==> config.mk <==
export PLATFORM = sky130hd
export DESIGN_NAME = cms_axis_packet_serializer_flat
export DESIGN_NICKNAME = d
export VERILOG_FILES = /design/src/rtl/cms_axis_packet_serializer_pkg.sv /design/src/rtl/cms_axis_packet_serializer_if.sv /design/src/rtl/cms_axis_packet_serializer_fifo.sv /design/src/rtl/cms_axis_packet_serializer.sv /design/src/flat_wrapper.sv
export SDC_FILE = /design/constraint.sdc
export NUM_CORES = 1
export LEC_CHECK = 0
export ABC_AREA = 0
export BUFFER_PORTS_ARGS = -buffer_cell sky130_fd_sc_hd__buf_2
export CORE_ASPECT_RATIO = 0.5
export CORE_MARGIN = 2
export CORE_UTILIZATION = 45
export DETAILED_ROUTE_END_ITERATION = 12
export GPL_ROUTABILITY_DRIVEN = 0
export GPL_TIMING_DRIVEN = 0
export SYNTH_ARGS = -nofsm -noshare
export SYNTH_HDL_FRONTEND = slang
export SYNTH_SLANG_ARGS = --single-unit
export TNS_END_PERCENT = 5
==> constraint.sdc <==
create_clock -name clk -period 7.85 [get_ports clk]
set_input_delay 0.3925 -clock clk [delete_from_list [all_inputs] [get_ports clk]]
set_output_delay 0.3925 -clock clk [all_outputs]
set_load 0.05 [all_outputs]
==> src/rtl/cms_axis_packet_serializer_pkg.sv <==
// Shared types, widths and helpers for the CMS trace-packet serializer.
package cms_axis_packet_serializer_pkg;

    localparam int unsigned CMS_AXI_DATA_WIDTH     = 160;
    localparam int unsigned CMS_OUT_AXI_DATA_WIDTH = 64;

    typedef enum logic {SER_IDLE, SER_SEND} ser_state_t;

    function automatic int unsigned cms_beats_per_pkt(input int unsigned in_w,
                                                      input int unsigned out_w);
        return (in_w + out_w - 1) / out_w;
    endfunction

endpackage

==> src/rtl/cms_axis_packet_serializer_if.sv <==
// AXI-Stream bundle (valid/ready/data/last) with master and slave views.
interface cms_axis_packet_serializer_if
    import cms_axis_packet_serializer_pkg::*;
#(
    parameter int unsigned DATA_W = CMS_OUT_AXI_DATA_WIDTH
) ();

    logic              tvalid;
    logic              tready;
    logic [DATA_W-1:0] tdata;
    logic              tlast;

    modport master (output tvalid, output tdata, output tlast, input  tready);
    modport slave  (input  tvalid, input  tdata, input  tlast, output tready);

endinterface

==> src/rtl/cms_axis_packet_serializer_fifo.sv <==
// Packet FIFO: power-of-two depth, pointers carry an extra wrap bit for full/empty.
module cms_packet_fifo
    import cms_axis_packet_serializer_pkg::*;
#(
    parameter int unsigned WIDTH = 161,
    parameter int unsigned DEPTH = 4
) (
    input  logic                           clk,
    input  logic                           rst_n,
    input  logic                           i_push,
    input  logic [WIDTH-1:0]               i_data,
    input  logic                           i_pop,
    output logic [WIDTH-1:0]               o_data,
    output logic                           o_full,
    output logic                           o_empty,
    output logic [$clog2(DEPTH+1)-1:0]     o_level
);

    localparam int unsigned AW = $clog2(DEPTH);

    logic [WIDTH-1:0] r_mem [DEPTH];
    logic [AW:0]      r_wr_ptr;
    logic [AW:0]      r_rd_ptr;
    logic             w_push;
    logic             w_pop;

    assign o_full  = (r_wr_ptr[AW] != r_rd_ptr[AW]) && (r_wr_ptr[AW-1:0] == r_rd_ptr[AW-1:0]);
    assign o_empty = (r_wr_ptr == r_rd_ptr);
    assign o_level = r_wr_ptr - r_rd_ptr;
    assign o_data  = r_mem[r_rd_ptr[AW-1:0]];

    // A pop in the same cycle does not free a slot for a push while full.
    assign w_push = i_push & ~o_full;
    assign w_pop  = i_pop & ~o_empty;

    always_ff @(posedge clk) begin
        if (w_push) begin
            r_mem[r_wr_ptr[AW-1:0]] <= i_data;
        end
    end

    always_ff @(posedge clk or negedge rst_n) begin
        if (!rst_n) begin
            r_wr_ptr <= '0;
            r_rd_ptr <= '0;
        end else begin
            if (w_push) r_wr_ptr <= r_wr_ptr + 1'b1;
            if (w_pop)  r_rd_ptr <= r_rd_ptr + 1'b1;
        end
    end

endmodule

==> src/rtl/cms_axis_packet_serializer.sv <==
// Buffers full-width trace packets and emits them MSB-first as narrow AXI-Stream beats.
module cms_axis_packet_serializer
    import cms_axis_packet_serializer_pkg::*;
#(
    parameter int unsigned IN_WIDTH   = CMS_AXI_DATA_WIDTH,
    parameter int unsigned OUT_WIDTH  = CMS_OUT_AXI_DATA_WIDTH,
    parameter int unsigned FIFO_DEPTH = 4
) (
    input  logic                                clk,
    input  logic                                rst_n,
    cms_axis_packet_serializer_if.slave         S_AXIS,
    cms_axis_packet_serializer_if.master        M_AXIS,
    output logic [$clog2(FIFO_DEPTH+1)-1:0]     fifo_level,
    output logic [31:0]                         packets_sent
);

    localparam int unsigned BEATS = cms_beats_per_pkt(IN_WIDTH, OUT_WIDTH);
    localparam int unsigned SHW   = BEATS * OUT_WIDTH;
    localparam int unsigned CNT_W = (BEATS > 1) ? $clog2(BEATS) : 1;
    localparam logic [CNT_W-1:0] LAST_BEAT = CNT_W'(BEATS - 1);

    ser_state_t       r_state;
    logic [SHW-1:0]   r_shift;
    logic [CNT_W-1:0] r_beat_cnt;
    logic             r_last;
    logic             r_tvalid;
    logic [31:0]      r_packets_sent;

    logic             w_full;
    logic             w_empty;
    logic [IN_WIDTH:0] w_head;
    logic [SHW-1:0]   w_head_ext;
    logic             w_pop;
    logic             w_out_hs;
    logic             w_last_beat;

    cms_packet_fifo #(
        .WIDTH (IN_WIDTH + 1),
        .DEPTH (FIFO_DEPTH)
    ) u_fifo (
        .clk     (clk),
        .rst_n   (rst_n),
        .i_push  (S_AXIS.tvalid),
        .i_data  ({S_AXIS.tlast, S_AXIS.tdata}),
        .i_pop   (w_pop),
        .o_data  (w_head),
        .o_full  (w_full),
        .o_empty (w_empty),
        .o_level (fifo_level)
    );

    assign S_AXIS.tready = ~w_full;

    always_comb begin
        w_head_ext = '0;
        w_head_ext[IN_WIDTH-1:0] = w_head[IN_WIDTH-1:0];
    end

    assign w_out_hs    = r_tvalid & M_AXIS.tready;
    assign w_last_beat = (r_beat_cnt == LAST_BEAT);
    // Load on idle, or back-to-back on the final beat's handshake so there is no bubble.
    assign w_pop = ~w_empty & ((r_state == SER_IDLE) | (w_out_hs & w_last_beat));

    always_ff @(posedge clk or negedge rst_n) begin
        if (!rst_n) begin
            r_state        <= SER_IDLE;
            r_shift        <= '0;
            r_beat_cnt     <= '0;
            r_last         <= 1'b0;
            r_tvalid       <= 1'b0;
            r_packets_sent <= '0;
        end else begin
            case (r_state)
                SER_IDLE: begin
                    if (w_pop) begin
                        r_shift    <= w_head_ext;
                        r_last     <= w_head[IN_WIDTH];
                        r_beat_cnt <= '0;
                        r_tvalid   <= 1'b1;
                        r_state    <= SER_SEND;
                    end
                end
                SER_SEND: begin
                    if (w_out_hs) begin
                        if (!w_last_beat) begin
                            r_shift    <= r_shift << OUT_WIDTH;
                            r_beat_cnt <= r_beat_cnt + CNT_W'(1);
                        end else begin
                            r_packets_sent <= r_packets_sent + 32'd1;
                            r_beat_cnt     <= '0;
                            if (w_pop) begin
                                r_shift <= w_head_ext;
                                r_last  <= w_head[IN_WIDTH];
                            end else begin
                                r_tvalid <= 1'b0;
                                r_state  <= SER_IDLE;
                            end
                        end
                    end
                end
                default: r_state <= SER_IDLE;
            endcase
        end
    end

    assign M_AXIS.tvalid = r_tvalid;
    assign M_AXIS.tdata  = r_shift[SHW-1 -: OUT_WIDTH];
    assign M_AXIS.tlast  = w_last_beat & r_last;
    assign packets_sent  = r_packets_sent;

endmodule

==> src/flat_wrapper.sv <==
// flat-port wrapper written by rule: the top's interface ports become plain ports
module cms_axis_packet_serializer_flat import cms_axis_packet_serializer_pkg::*;
#(
    parameter int unsigned IN_WIDTH   = CMS_AXI_DATA_WIDTH,
    parameter int unsigned OUT_WIDTH  = CMS_OUT_AXI_DATA_WIDTH,
    parameter int unsigned FIFO_DEPTH = 4
)
  (clk, rst_n, fifo_level, packets_sent, S_AXIS_tvalid, S_AXIS_tdata, S_AXIS_tlast, S_AXIS_tready, M_AXIS_tvalid, M_AXIS_tdata, M_AXIS_tlast, M_AXIS_tready);
  cms_axis_packet_serializer_if #(.DATA_W((160))) S_AXIS_i ();
  cms_axis_packet_serializer_if #(.DATA_W((64))) M_AXIS_i ();
  input  logic clk;
  input  logic rst_n;
  output logic [$clog2(FIFO_DEPTH+1)-1:0] fifo_level;
  output logic [31:0] packets_sent;
  input wire logic [$bits(S_AXIS_i.tvalid)-1:0] S_AXIS_tvalid;
  input wire logic [$bits(S_AXIS_i.tdata)-1:0] S_AXIS_tdata;
  input wire logic [$bits(S_AXIS_i.tlast)-1:0] S_AXIS_tlast;
  output wire logic [$bits(S_AXIS_i.tready)-1:0] S_AXIS_tready;
  output wire logic [$bits(M_AXIS_i.tvalid)-1:0] M_AXIS_tvalid;
  output wire logic [$bits(M_AXIS_i.tdata)-1:0] M_AXIS_tdata;
  output wire logic [$bits(M_AXIS_i.tlast)-1:0] M_AXIS_tlast;
  input wire logic [$bits(M_AXIS_i.tready)-1:0] M_AXIS_tready;
  assign S_AXIS_i.tvalid = S_AXIS_tvalid;
  assign S_AXIS_i.tdata = S_AXIS_tdata;
  assign S_AXIS_i.tlast = S_AXIS_tlast;
  assign S_AXIS_tready = S_AXIS_i.tready;
  assign M_AXIS_tvalid = M_AXIS_i.tvalid;
  assign M_AXIS_tdata = M_AXIS_i.tdata;
  assign M_AXIS_tlast = M_AXIS_i.tlast;
  assign M_AXIS_i.tready = M_AXIS_tready;
  cms_axis_packet_serializer #(.IN_WIDTH(IN_WIDTH), .OUT_WIDTH(OUT_WIDTH), .FIFO_DEPTH(FIFO_DEPTH)) u_core (.clk(clk), .rst_n(rst_n), .S_AXIS(S_AXIS_i), .M_AXIS(M_AXIS_i), .fifo_level(fifo_level), .packets_sent(packets_sent));
endmodule
==> qor_table.md <==
| Step | Quantity | Value |
|---|---|---|
| worst setup path | Endpoint type of the worst setup path | flop |
| sta | Sum Neg Setup Slack | 0 ns |
| flow run | Max cap viols | 0 |
| power | P per Cell Area | 368 mW/mm^2 |
| worst setup path | Cells along the critical path | buf_2 -> buf_2 -> buf_1 -> inv_1 -> ha_1 -> and2_1 -> clkbuf_1 -> a21boi_1 -> and2_4 -> buf_16 -> buf_16 -> buf_16 |
| die | Die width | 388 um |
| synth | Synthesized area divided by synthesized cell count | 20.2 um^2 |
| synth | Flip-flop and latch count after synthesis | 879 |
| worst hold path | Type of the worst min-delay path | primary input to flop |
| power | Worst IR drop on VDD | 0.157 mV |
| worst hold path | Hold Path Cell Cnt | 4 |
| placement | Total placed cells including tap cells | 2897 |
| worst setup path | R2r worst-path depth | 12 |
| route | Average via count per standard cell | 5.54 |
| synth | Nets in the synthesized netlist | 1819 |
| worst setup path | CP delay by family, top | buffers and inverters |
| global routing | Pin count of the biggest net entering global routing | 94 |
| synth | Cell type with the largest total area after synthesis | edfxtp_1 |
| clock tree | Clock slew at the register clock pins of the worst setup and hold paths | 0.07 ns |
| cells and area | Number of inserted filler cells in the final layout | 5698 |
| sta | Slew Limit Headroom | 0.221 |
| sta | Maximum clock rate | 200 MHz |
| sta | Final count of hold timing violations | 0 |
| synth | Proportion of register bits with asynchronous set or reset after synthesis | 0.267 |
| worst setup path | Most common cell type on the critical path | buf_16 |
| global routing | Number of global-route vias before repair | 18618 |
| synth | Main area contributors after synthesis | edfxtp_1 58%, dfrtp_1 18%, mux4_2 11%, a22o_1 2.6%, o2bb2ai_1 2.5% |
| worst setup path | Required time of the critical path | 8.14 ns |
| clock tree | Sinks on Clock Net | 879 |
| clock tree | Clock tree from TritonCTS | done |
| die | Number of ports placed on the die boundary | 267 |
| synth | Most frequently used flop master after synthesis | edfxtp_1 |
| sta | Worst setup skew after layout | 0.0257 ns |
| worst setup path | Launching element type of the critical path | flop |
| clock tree | Worst-Skew Late Latency | 0.63 ns |
| sta | Minimum clock period after layout | 5.01 ns |
| worst hold path | Hold Startpoint | M_AXIS_tready |
| die | Floorplan Core Area | 0.0731 mm^2 |
| synth | Summed instance area of the synthesized netlist | 0.0333 mm^2 |
| status | Outcome | complete, no violations |
| sta | Fraction of the cycle the final worst path needs | 0.638 |
| placement | Pre-CTS setup slack | 2.74 ns |
| sta | Post-route worst hold slack | 0.139 ns |
| placement | Placed Instance Area | 0.0362 mm^2 |
| cells and area | Design area | 0.0405 mm^2 |
| synth | Synthesis warning total | 0 |
| cells and area | Total area of sequential cells | 0.0252 mm^2 |
| worst setup path | Arrival time of the worst setup path | 5.30 ns |
| placement | Port Buffers | 266 |
| synth | Number of flops mapped to enable cells by yosys | 644 |
| sta | Total setup violations reported at the end of the flow | 0 |
| worst setup path | Worst reg2reg setup slack | 2.84 ns |
| synth | Mapped Cells | 1645 |
| global routing | Initial antenna violation count | 6 |
| global routing | Global routing usage summed across all routing layers | 0.205 |
| synth | Sequential share of the synthesized area | 0.758 |
| route | DR pass1 iterations | 7 |
| worst setup path | Terminus of the critical flop-to-flop path | u_core.u_fifo.r_mem[0][17] |
| global routing | Wire length of the first global-routing pass | 117000 um |
| placement | Placed wire-length estimate after detailed placement | 49200 um |
| route | ANT nets after route | 0 |
| route | Total number of vias | 17770 |
| route | Total detailed-routing wirelength | 77100 um |
| cells and area | Finished Core Util | 0.553 |
| cells and area | Multi-input gate area in the final layout | 0.00708 mm^2 |
| cells and area | Area Overhead vs Synth | 21.7% |
| sta | Actual transition at the worst max-transition pin | 1.17 ns |
| power | P_leak | 15.0 nW |
| sta | RSZ-0062 raised after global routing | no |
| global routing | Overflow left after global routing | 0 |
| worst setup path | CP Max Fanout | 50 |
| die | Die area | 0.0762 mm^2 |
| cells and area | Post-route insts no fill | 3209 |
| worst setup path | Worst Path Buf+Inv | 8 |
| cells and area | Total Nets Final | 2342 |
| sta | Final-report max-slew violation count | 0 |
| worst hold path | Hold worst-path end | u_core.r_state |
| power | Total design power | 14.9 mW |
| worst setup path | CP peak stage delay | 0.57 ns |
| worst setup path | Crit path kind | flop to flop |
| route | DRC violations left | 0 |
| cells and area | Fraction of final layout cells with drive strength greater than 1 | 0.311 |
| die | Initial Util | 0.455 |
| clock tree | # H-tree levels | 3 |
| clock tree | Max Buffers Root-to-Sink | 3 |
| clock tree | TritonCTS Buffers | 79 |
| worst setup path | Standard cell with the maximum stage delay on the critical path | buf_1 |
| route | Starting DRC count in detailed routing | 1268 |
| clock tree | Clock root buffer | clkbuf_16 |
| die | Floorplan die height | 196 um |
| sta | Post-layout worst setup margin | 2.84 ns |
| worst setup path | Critical R2R Launch | u_core.u_fifo.r_rd_ptr[1] |
| route | Routed wire length per instance | 24.0 um |
| synth | Count of different cell masters after synthesis | 39 |
| die | Number of standard-cell rows in the floorplan | 70 |
| synth | Area share of the leading cell type in the synthesized netlist | 0.581 |
[cell usage after synthesis (3+ instances only)]
master and n:
nand3_1 11, o21ai_0 3, buf_1 5, clkbuf_1 41
buf_2 50, nor3_1 3, nand2_1 19, a22o_1 97
nor2_1 8, ha_1 8, buf_4 70, a22oi_1 96
nand4_1 19, and3_1 6, edfxtp_1 644, inv_1 7
mux4_2 161, and2_1 7, dfrtp_1 235, xnor2_1 30
xor2_1 7, o2bb2ai_1 96
[worst register-to-register path, stage by stage (launching register included)]
cell and delay (ns):
dfrtp_1 0.39, buf_2 0.35, buf_2 0.45, buf_1 0.58, inv_1 0.14, ha_1 0.32
and2_1 0.16, clkbuf_1 0.16, a21boi_1 0.49, and2_4 0.57, buf_16 0.32, buf_16 0.35
buf_16 0.34
[registers in the layout (all words and copies together) (netlist names)]
name                    count
u_core.M_AXIS.tvalid        1
u_core.packets_sent        32
u_core.r_beat_cnt           2
u_core.r_last               1
u_core.r_shift            192
u_core.r_state              1
u_core.u_fifo.r_mem       644
u_core.u_fifo.r_rd_ptr      3
u_core.u_fifo.r_wr_ptr      3
[cell type report]
cell class,instances,share of cell area
Buffer,166,0.0234
Sequential cell,879,0.623
Clock inverter,41,0.0103
Timing Repair Buffer,442,0.0826
Tap cell,972,0.0301
Clock buffer,106,0.0547
Multi-Input combinational cell,593,0.175
Inverter,7,0.000649
Antenna cell,3,0.000186
[what timing repair did]
item	CTS	global route
hold buffers	162	0
buffers inserted	0	0
hold endpoints to repair	706	0
gates resized for setup	0	0
[logic make-up after synthesis]
kind of cell,Yosys count,synth area share
DFF,879,0.758
AOI/OAI and AO/OA,299,0.0750
muxes,164,0.110
buffers and inverters,173,0.0293
xor gates and xnor gates,38,0.0102
and+or+nand+nor,83,0.0136
adders and majority gates,9,0.00361
[placed cells by master (no fill, tap or decap), types with 3 or more instances in the layout]
cell type      Yosys  routed
nand2_1           19      19
nand4_1           19      19
nor2_1             8       8
edfxtp_1         644     644
a22o_1            97      97
inv_1              7       7
clkinv_2           0      20
mux4_2           161     161
a22oi_1           96      96
dfrtp_1          235     235
clkinv_1           0       6
xor2_1             7       7
bufinv_16          0       7
buf_4             70      70
o2bb2ai_1         96      96
clkbuf_16          0      84
o21ai_0            3       3
clkbuf_8           0       3
ha_1               8       8
nor3_1             3       3
clkbuf_1          41      60
and3_1             6       6
and2_1             7       3
diode_2            0       3
xnor2_1           30      30
buf_16             0      13
buf_1              5       5
buf_2             50     315
nand3_1           11      11
and2_4             0       4
dlygate4sd3_1      0     162
[metal layers]
layer	track usage	up-vias	share of wire	routed length (um)
li1	-	7780	-	-
met1	0.284	9461	0.43	33400
met2	0.344	429	0.50	38900
met3	0.0365	100	0.047	3610
met4	0.0440	0	0.015	1180
met5	0	-	0	0
[power breakdown]
group | switching (mW) | internal (mW) | leakage, nW
Combinational | 2.69 | 1.76 | 4.59
Sequential | 0.358 | 6.13 | 9.12
Clock | 1.70 | 2.23 | 1.30
Total | 4.75 | 10.1 | 15.0
[worst max path at each step]
stage	startpoint	end	slack (ns)	cells past startpoint
CTS	u_core.u_fifo.r_rd_ptr[1]	u_core.u_fifo.r_mem[3][18]	2.72	12
global placement	u_core.u_fifo.r_rd_ptr[1]	u_core.u_fifo.r_mem[3][12]	-2.86	9
finish	u_core.u_fifo.r_rd_ptr[1]	u_core.u_fifo.r_mem[0][17]	2.84	12
detailed placement	u_core.u_fifo.r_rd_ptr[1]	u_core.u_fifo.r_mem[3][9]	2.74	12
floorplan	u_core.u_fifo.r_rd_ptr[1]	u_core.u_fifo.r_mem[3][0]	1.47	9
global route	u_core.u_fifo.r_rd_ptr[1]	u_core.u_fifo.r_mem[3][9]	2.51	12
Power figures use the tool's default switching activity.
